`src/rtl/resp_packetizer_target.sv`:
```
// NoC target-side response packetizer: routes each core response via the LUT and
// emits a header flit followed by body/tail flits, dropping unroutable responses.
module resp_packetizer_target #(
    parameter int unsigned          FLITWD   = 80,
    parameter int unsigned          SOURCEWD = 4,
    parameter int unsigned          PATHWD   = 7,
    parameter int unsigned          DATAWD   = 32,
    parameter logic [SOURCEWD-1:0]  MY_ID    = 4'h0
) (
    input  logic                clock,
    input  logic                reset,
    input  logic                resp_valid,
    output logic                resp_ready,
    input  logic [SOURCEWD-1:0] resp_source,
    input  logic [DATAWD-1:0]   resp_data,
    input  logic                resp_last,
    output logic [SOURCEWD-1:0] lut_address,
    input  logic [PATHWD-1:0]   lut_path,
    output logic [FLITWD-1:0]   flit_out,
    output logic                flit_valid,
    input  logic                flit_stall,
    output logic                err_unroutable
);

    localparam int unsigned TYPE_MSB = FLITWD - 1;
    localparam int unsigned PATH_MSB = FLITWD - 3;
    localparam int unsigned ID_MSB   = FLITWD - 3 - PATHWD;

    localparam logic [1:0] TYPE_HEADER = 2'b10;
    localparam logic [1:0] TYPE_BODY   = 2'b00;
    localparam logic [1:0] TYPE_TAIL   = 2'b01;

    typedef enum logic [2:0] {
        IDLE,
        LOOKUP,
        HEADER,
        PAYLOAD,
        DROP
    } state_t;

    state_t                state_q, state_d;
    logic [SOURCEWD-1:0]   src_q, src_d;
    logic [FLITWD-1:0]     flit_q, flit_d;
    logic                  valid_q, valid_d;
    logic                  err_q, err_d;
    logic                  last_q, last_d;
    logic                  xfer;

    assign xfer = valid_q && !flit_stall;

    // State and registered outputs
    always_ff @(posedge clock or posedge reset) begin
        if (reset) begin
            state_q <= IDLE;
            src_q   <= '0;
            flit_q  <= '0;
            valid_q <= 1'b0;
            err_q   <= 1'b0;
            last_q  <= 1'b0;
        end else begin
            state_q <= state_d;
            src_q   <= src_d;
            flit_q  <= flit_d;
            valid_q <= valid_d;
            err_q   <= err_d;
            last_q  <= last_d;
        end
    end

    // Next-state, flit build and beat handshake
    always_comb begin
        state_d    = state_q;
        src_d      = src_q;
        flit_d     = flit_q;
        valid_d    = valid_q;
        err_d      = 1'b0;
        last_d     = last_q;
        resp_ready = 1'b0;

        case (state_q)
            IDLE: begin
                if (resp_valid) begin
                    src_d   = resp_source;
                    state_d = LOOKUP;
                end
            end
            LOOKUP: begin
                if (lut_path != '0) begin
                    flit_d                         = '0;
                    flit_d[TYPE_MSB -: 2]          = TYPE_HEADER;
                    flit_d[PATH_MSB -: PATHWD]     = lut_path;
                    flit_d[ID_MSB -: SOURCEWD]     = MY_ID;
                    valid_d                        = 1'b1;
                    state_d                        = HEADER;
                end else begin
                    err_d   = 1'b1;
                    state_d = DROP;
                end
            end
            HEADER: begin
                if (xfer) begin
                    valid_d = 1'b0;
                    state_d = PAYLOAD;
                end
            end
            PAYLOAD: begin
                // Once the tail is loaded, hold off further beats until it leaves
                resp_ready = !last_q && (!valid_q || !flit_stall);
                if (resp_ready && resp_valid) begin
                    flit_d                  = '0;
                    flit_d[TYPE_MSB -: 2]   = resp_last ? TYPE_TAIL : TYPE_BODY;
                    flit_d[DATAWD-1:0]      = resp_data;
                    valid_d                 = 1'b1;
                    last_d                  = resp_last;
                end else if (xfer) begin
                    valid_d = 1'b0;
                    if (last_q) begin
                        last_d  = 1'b0;
                        state_d = IDLE;
                    end
                end
            end
            DROP: begin
                resp_ready = 1'b1;
                valid_d    = 1'b0;
                if (resp_valid && resp_last) begin
                    state_d = IDLE;
                end
            end
            default: begin
                state_d = IDLE;
            end
        endcase
    end

    assign lut_address    = src_q;
    assign flit_out       = flit_q;
    assign flit_valid     = valid_q;
    assign err_unroutable = err_q;

endmodule
```
`config.mk`:
```
export PLATFORM = sky130hd
export DESIGN_NAME = resp_packetizer_target
export DESIGN_NICKNAME = d
export VERILOG_FILES = /design/src/rtl/resp_packetizer_target.sv
export SDC_FILE = /design/constraint.sdc
export NUM_CORES = 1
export LEC_CHECK = 0
export ABC_AREA = 1
export CORE_MARGIN = 2
export CORE_UTILIZATION = 30
export DETAILED_ROUTE_END_ITERATION = 10
export MAX_ROUTING_LAYER = met4
export PLACE_DENSITY_LB_ADDON = 0.15
export REMOVE_ABC_BUFFERS = 1
export SYNTH_ARGS = -nofsm -noshare
export SYNTH_HDL_FRONTEND = slang
export SYNTH_SLANG_ARGS = --single-unit
```
`constraint.sdc`:
```
create_clock -name clock -period 4.2 [get_ports clock]
set_input_delay 0.42 -clock clock [delete_from_list [all_inputs] [get_ports clock]]
set_output_delay 0.42 -clock clock [all_outputs]
set_load 0.05 [all_outputs]
```
### Word-level counts from Yosys, hierarchy flattened

Cells that the tools add are included.

| word-level totals | value |
|---|---|
| word-level logic and storage cells | 57 |
| output and inout bits | 87 |
| input bits | 48 |
| bits in registers | 90 |

| cells by class | value |
|---|---|
| eq/ne operators | 12 |
| reduce and logical (&&, ||, !) cells | 18 |
| multiplexer cells | 21 |

Operator list:

| kind | number |
|---|---|
| $mux W80 | 2 |
| $pmux W80 S2 | 1 |
| $mux W3 | 7 |
| $ne A2 B2 Y1 const B | 8 |
| $pmux W3 S5 | 1 |
| $mux W1 | 8 |
| $reduce_bool A7 Y1 | 1 |
| $eq A3 B2 Y1 const B | 2 |
| $reduce_and A2 Y1 | 3 |
| $reduce_and A6 Y1 | 1 |
| $logic_and A1 B1 Y1 | 4 |
| $pmux W1 S4 | 1 |
| $reduce_bool A2 Y1 | 2 |
| $reduce_bool A4 Y1 | 1 |
| $eq A3 B1 Y1 const B | 1 |
| $eq A3 B3 Y1 const B | 1 |
| $logic_not A1 Y1 | 3 |
| $logic_not A3 Y1 | 1 |
| $reduce_and A3 Y1 | 1 |
| $pmux W1 S2 | 1 |
| $logic_or A1 B1 Y1 | 1 |

### Depth between registers and ports, before layout

| depth | value |
|---|---|
| word-level depth | 6 |
| depth in mapped cells | 9 |
| depth with buffers taken out | 8 |

### Least setup slack after synthesis

Ideal clock, no wire load.

| timing | value |
|---|---|
| path type | reg-to-output |
| from | register valid_q, in the netlist flit_valid |
| to | output resp_ready |
| required time | 3.780 ns |
| stages on the path, launching flop included | 4 |
| arrival time | 1.896 ns |
| path slack | 1.884 ns |
| buffers on the path | 0 |
| path through | dfrtp_1 > nand2_1 > nand2_1 > o21ai_0 |

| on the way | value |
|---|---|
| longest elaborated chain between the ends | 4 |

RTL lines:

| item | RTL line | source |
|---|---|---|
| from (decl) | 44 | `logic valid_q, valid_d;` |
| from (signal assigned) | 64 | `valid_q <= valid_d;` |
| $logic_not A1 Y1 | 108 | `resp_ready = !last_q && (!valid_q \|\| !flit_stall);` |
| $logic_or A1 B1 Y1 | 108 |  |
| $logic_and A1 B1 Y1 | 108 |  |
| $pmux W1 S2 | 80 | `case (state_q)` |
| to (decl) | 13 | `output logic resp_ready,` |

No other way between the ends.

### Final worst setup path

| timing | value |
|---|---|
| from | register state_q[1] |
| to | output resp_ready |

| on the way | value |
|---|---|
| longest elaborated chain between the ends | 2 |
| elaborated cells between the ends (all ways) | 3 |
| classes of those cells | eq/ne (2); mux (1) |

RTL lines:

| item | RTL line | source |
|---|---|---|
| from (decl) | 41 | `state_t state_q, state_d;` |
| from (signal assigned) | 61 | `state_q <= state_d;` |
| $eq A3 B3 Y1 / $eq A3 B2 Y1 (equally long branches) | 80 |  |
| $pmux W1 S2 * | 80 |  |

Every way passes the cells marked *; elsewhere a longest branch is shown, timed or not.

==> flow_summary.ini <==
[detailed_routing]
wl_um = 6820
post-route-drc-count = 0
drt-wirelength-per-cell_um = 13.48
drt_pass1_iterations = 4
via_count = 2332
route.detailed.vias_per_inst = 4.609
antenna_violating_nets_post_route = 0
detail_route.iter0.violations = 82

[worst_setup_path]
crit_required_ns = 3.78
cpLargestDelayFamily = buffers and inverters
end_kind = primary output
critPathBufInv = 2
critPathMaxFanout = 8
slowest_stage_delay_cp_ns = 0.84
path_class = reg2out
critical_path.cell_chain = nand2_1 > nor2_1 > inv_1 > o21ai_0 > clkdlybuf4s50_1
cell_type_of_the_slowest_stage_on_the_worst_timing_path = sky130_fd_sc_hd__clkdlybuf4s50_1
worst-endpoint-arrival_ns = 2.19
worst_setup_path_start_kind = flip-flop

[logic_synthesis]
yosys_warnings = 0
netlist.top_cell.by_area = sky130_fd_sc_hd__dfrtp_1
post_synth.cell_area_avg_um2 = 8.393
syn_inst = 312
synth_top_area_share_pct = 48.73
synth_seq_cells = 51
synth.area.top_cells = sky130_fd_sc_hd__dfrtp_1 (49%), sky130_fd_sc_hd__nand2_1 (12%), sky130_fd_sc_hd__buf_4 (11%), sky130_fd_sc_hd__nand3_1 (10%), sky130_fd_sc_hd__nand4_1 (7.6%)
synth_edf_count = 0
most_instantiated_library_cell_after_synthesis = sky130_fd_sc_hd__nand2_1
synth_ff_type = sky130_fd_sc_hd__dfrtp_1
synth_async_sr_flop_share_pct = 100.0
ys_top_cells_by_count = sky130_fd_sc_hd__nand2_1 (82), sky130_fd_sc_hd__nand3_1 (54), sky130_fd_sc_hd__dfrtp_1 (51)
synthDistinctLibCells = 17
synth-seq-area-share_pct = 48.73
synth_area_mm2 = 0.002619

[die]
fp.coreArea_mm2 = 0.008593
initial_utilization_pct = 30.47
floorplan.die.height_um = 97.43
die_w_um = 97.43
dieArea_mm2 = 0.009493
io_pins = 135
rows = 34

[timing]
number_of_endpoints_failing_setup_at_the_final_stage = 0
timing.clock.skew_ns = 0.004474
finalMaxSlewViolations = 0
timing_hold_violations_final = 0
tns_ns = 0
timing.final.crit_period_ns = 2.613
grt_setup_unrepaired = false
worst_slew_pin_slew_ns = 1.099
achievable-frequency_mhz = 382.6
worst_slew_margin_rel_pct = 26.48
period_share_pct = 62.23

[placed_design]
gp_congestion = 0.7477
numPortBuffers = 95
half_perimeter_wire_length_after_placement_um = 4420

[finish]
num_antenna_cells = 0
layout-area-overhead-vs-synth_pct = 36.22
finish.net_count = 446
nFillCells = 877
share_of_layout_cells_above_drive_strength_1_pct = 4.020

[cts]
cts_repair_resize_count = 0
postCtsSetupRepairBufs = 0
cts.sinks = 51
cts-root-buf = sky130_fd_sc_hd__clkbuf_8
cts_tree = built
cts_hold_buffers = 0
worst_skew_pair.late_latency_ns = 0.30
path_clk_slew_ns = 0.09
cts_inserted_buffers = 5
cts-root-to-sink-buffers = 2
h_tree_level_count = 2

[global_routing]
grt_max_degree = 52
global_route.overflow_total = 0
globalRouteTotalUtil_pct = 14.44
grt_pass1_wl_um = 10900
grt_antenna_before_repair = 0
grt_pass1_vias = 2244

[run_status]
status = complete, no violations

[power_and_ir_drop]
max_ir_drop_vdd_v = 0.0003401
post-layout-total-power_mw = 2.745
power.static_leakage_nw = 1.807
pwr_density_cell_mw_per_mm2 = 769.6

[min_path]
worstHoldPathType = reg2reg

[flow_run]
max_cap_viol_count = 0
## cell type report
| cell class | instances | area [µm²] | share of cell area [%] |
|---|---|---|---|
| sequential | 51 | 1276 | 35.78 |
| multi-input combinational | 225 | 1027 | 28.80 |
| timing repair buffer | 99 | 980.9 | 27.50 |
| tap | 108 | 135.1 | 3.788 |
| clock buffer | 6 | 82.58 | 2.315 |
| inverter | 16 | 60.06 | 1.684 |
| clock inverter | 1 | 5.005 | 0.1403 |
## kinds of logic after synthesis
logic type             after synthesis  synth area share, %
AO/OA/AOI/OAI                        4               0.9077
buffers and inverters               74                17.87
AND/OR/NAND/NOR                    182                32.35
flip-flops                          51                48.73
other                                1               0.1432
## cell usage in the layout (no fill, tap or decap)
cell type / instances
sky130_fd_sc_hd__buf_4: 4
sky130_fd_sc_hd__inv_1: 15
sky130_fd_sc_hd__dfrtp_1: 51
sky130_fd_sc_hd__nand3_1: 54
sky130_fd_sc_hd__clkbuf_8: 6
sky130_fd_sc_hd__clkinv_2: 1
sky130_fd_sc_hd__o21ai_4: 1
sky130_fd_sc_hd__nor3_4: 1
sky130_fd_sc_hd__inv_2: 1
sky130_fd_sc_hd__nor2_1: 10
sky130_fd_sc_hd__nand4_1: 32
sky130_fd_sc_hd__nor2_2: 2
sky130_fd_sc_hd__o21ai_0: 3
sky130_fd_sc_hd__nand2_1: 82
sky130_fd_sc_hd__nor3_1: 1
sky130_fd_sc_hd__clkdlybuf4s50_1: 95
sky130_fd_sc_hd__conb_1: 39
## report_power, final
part | internal, mW | switching [mW]
Clock | 0.130 | 0.160
Combinational | 0.487 | 1.18
Sequential | 0.675 | 0.117
## state kept, by name, indices dropped and copies added, names as in the netlist
| name | count |
|---|---|
| flit_out | 41 |
| lut_address | 4 |
| state_q | 3 |
| err_unroutable | 1 |
| flit_valid | 1 |
| last_q | 1 |
## worst register-to-register path: cells and delay by family, from the launching register on
family / cells / cell delay [ns]
DFF: 1 / 0.42
and+or+nand+nor: 6 / 0.96
buffers and inverters: 2 / 0.75
## path summary, 6_finish.rpt
| check | startpoint | to | slack [ns] | depth (start not counted) |
|---|---|---|---|---|
| hold reg to reg | lut_address[2] | lut_address[2] | 0.49 | 2 |
| max in group asynchronous | reset | flit_out[4] | 2.81 | 2 |
| hold / removal | lut_address[2] | lut_address[2] | 0.49 | 2 |
| min in group asynchronous | reset | flit_out[75] | 0.70 | 2 |
| setup reg to reg | flit_valid | flit_out[10] | 1.97 | 8 |
| setup / recovery | state_q[1] | resp_ready | 1.59 | 5 |
## per-stage QoR
step                util, %  area (µm²)  std cells  hold slack (ns)  setup slack [ns]
global route          41.51        3567        506           0.5235             1.451
finish                41.51        3567        506           0.4872             1.587
CTS                   41.51        3567        506           0.4954             1.570
floorplan                 -        2354        292           0.4694             1.454
global placement      40.49        3480        499           0.4710             1.458
detailed placement    40.49        3480        499           0.4669             1.389
## layer usage
metal	vias up	global-route usage [%]	routed length, µm	part of all wire [%]
li1	1121	-	-	-
met3	6	3.669	470	6.9
met1	1107	18.42	3136	46
met2	98	23.50	3155	46
met5	-	-	0	0
met4	0	2.885	58	0.85
(Power assumes the default switching activity.)
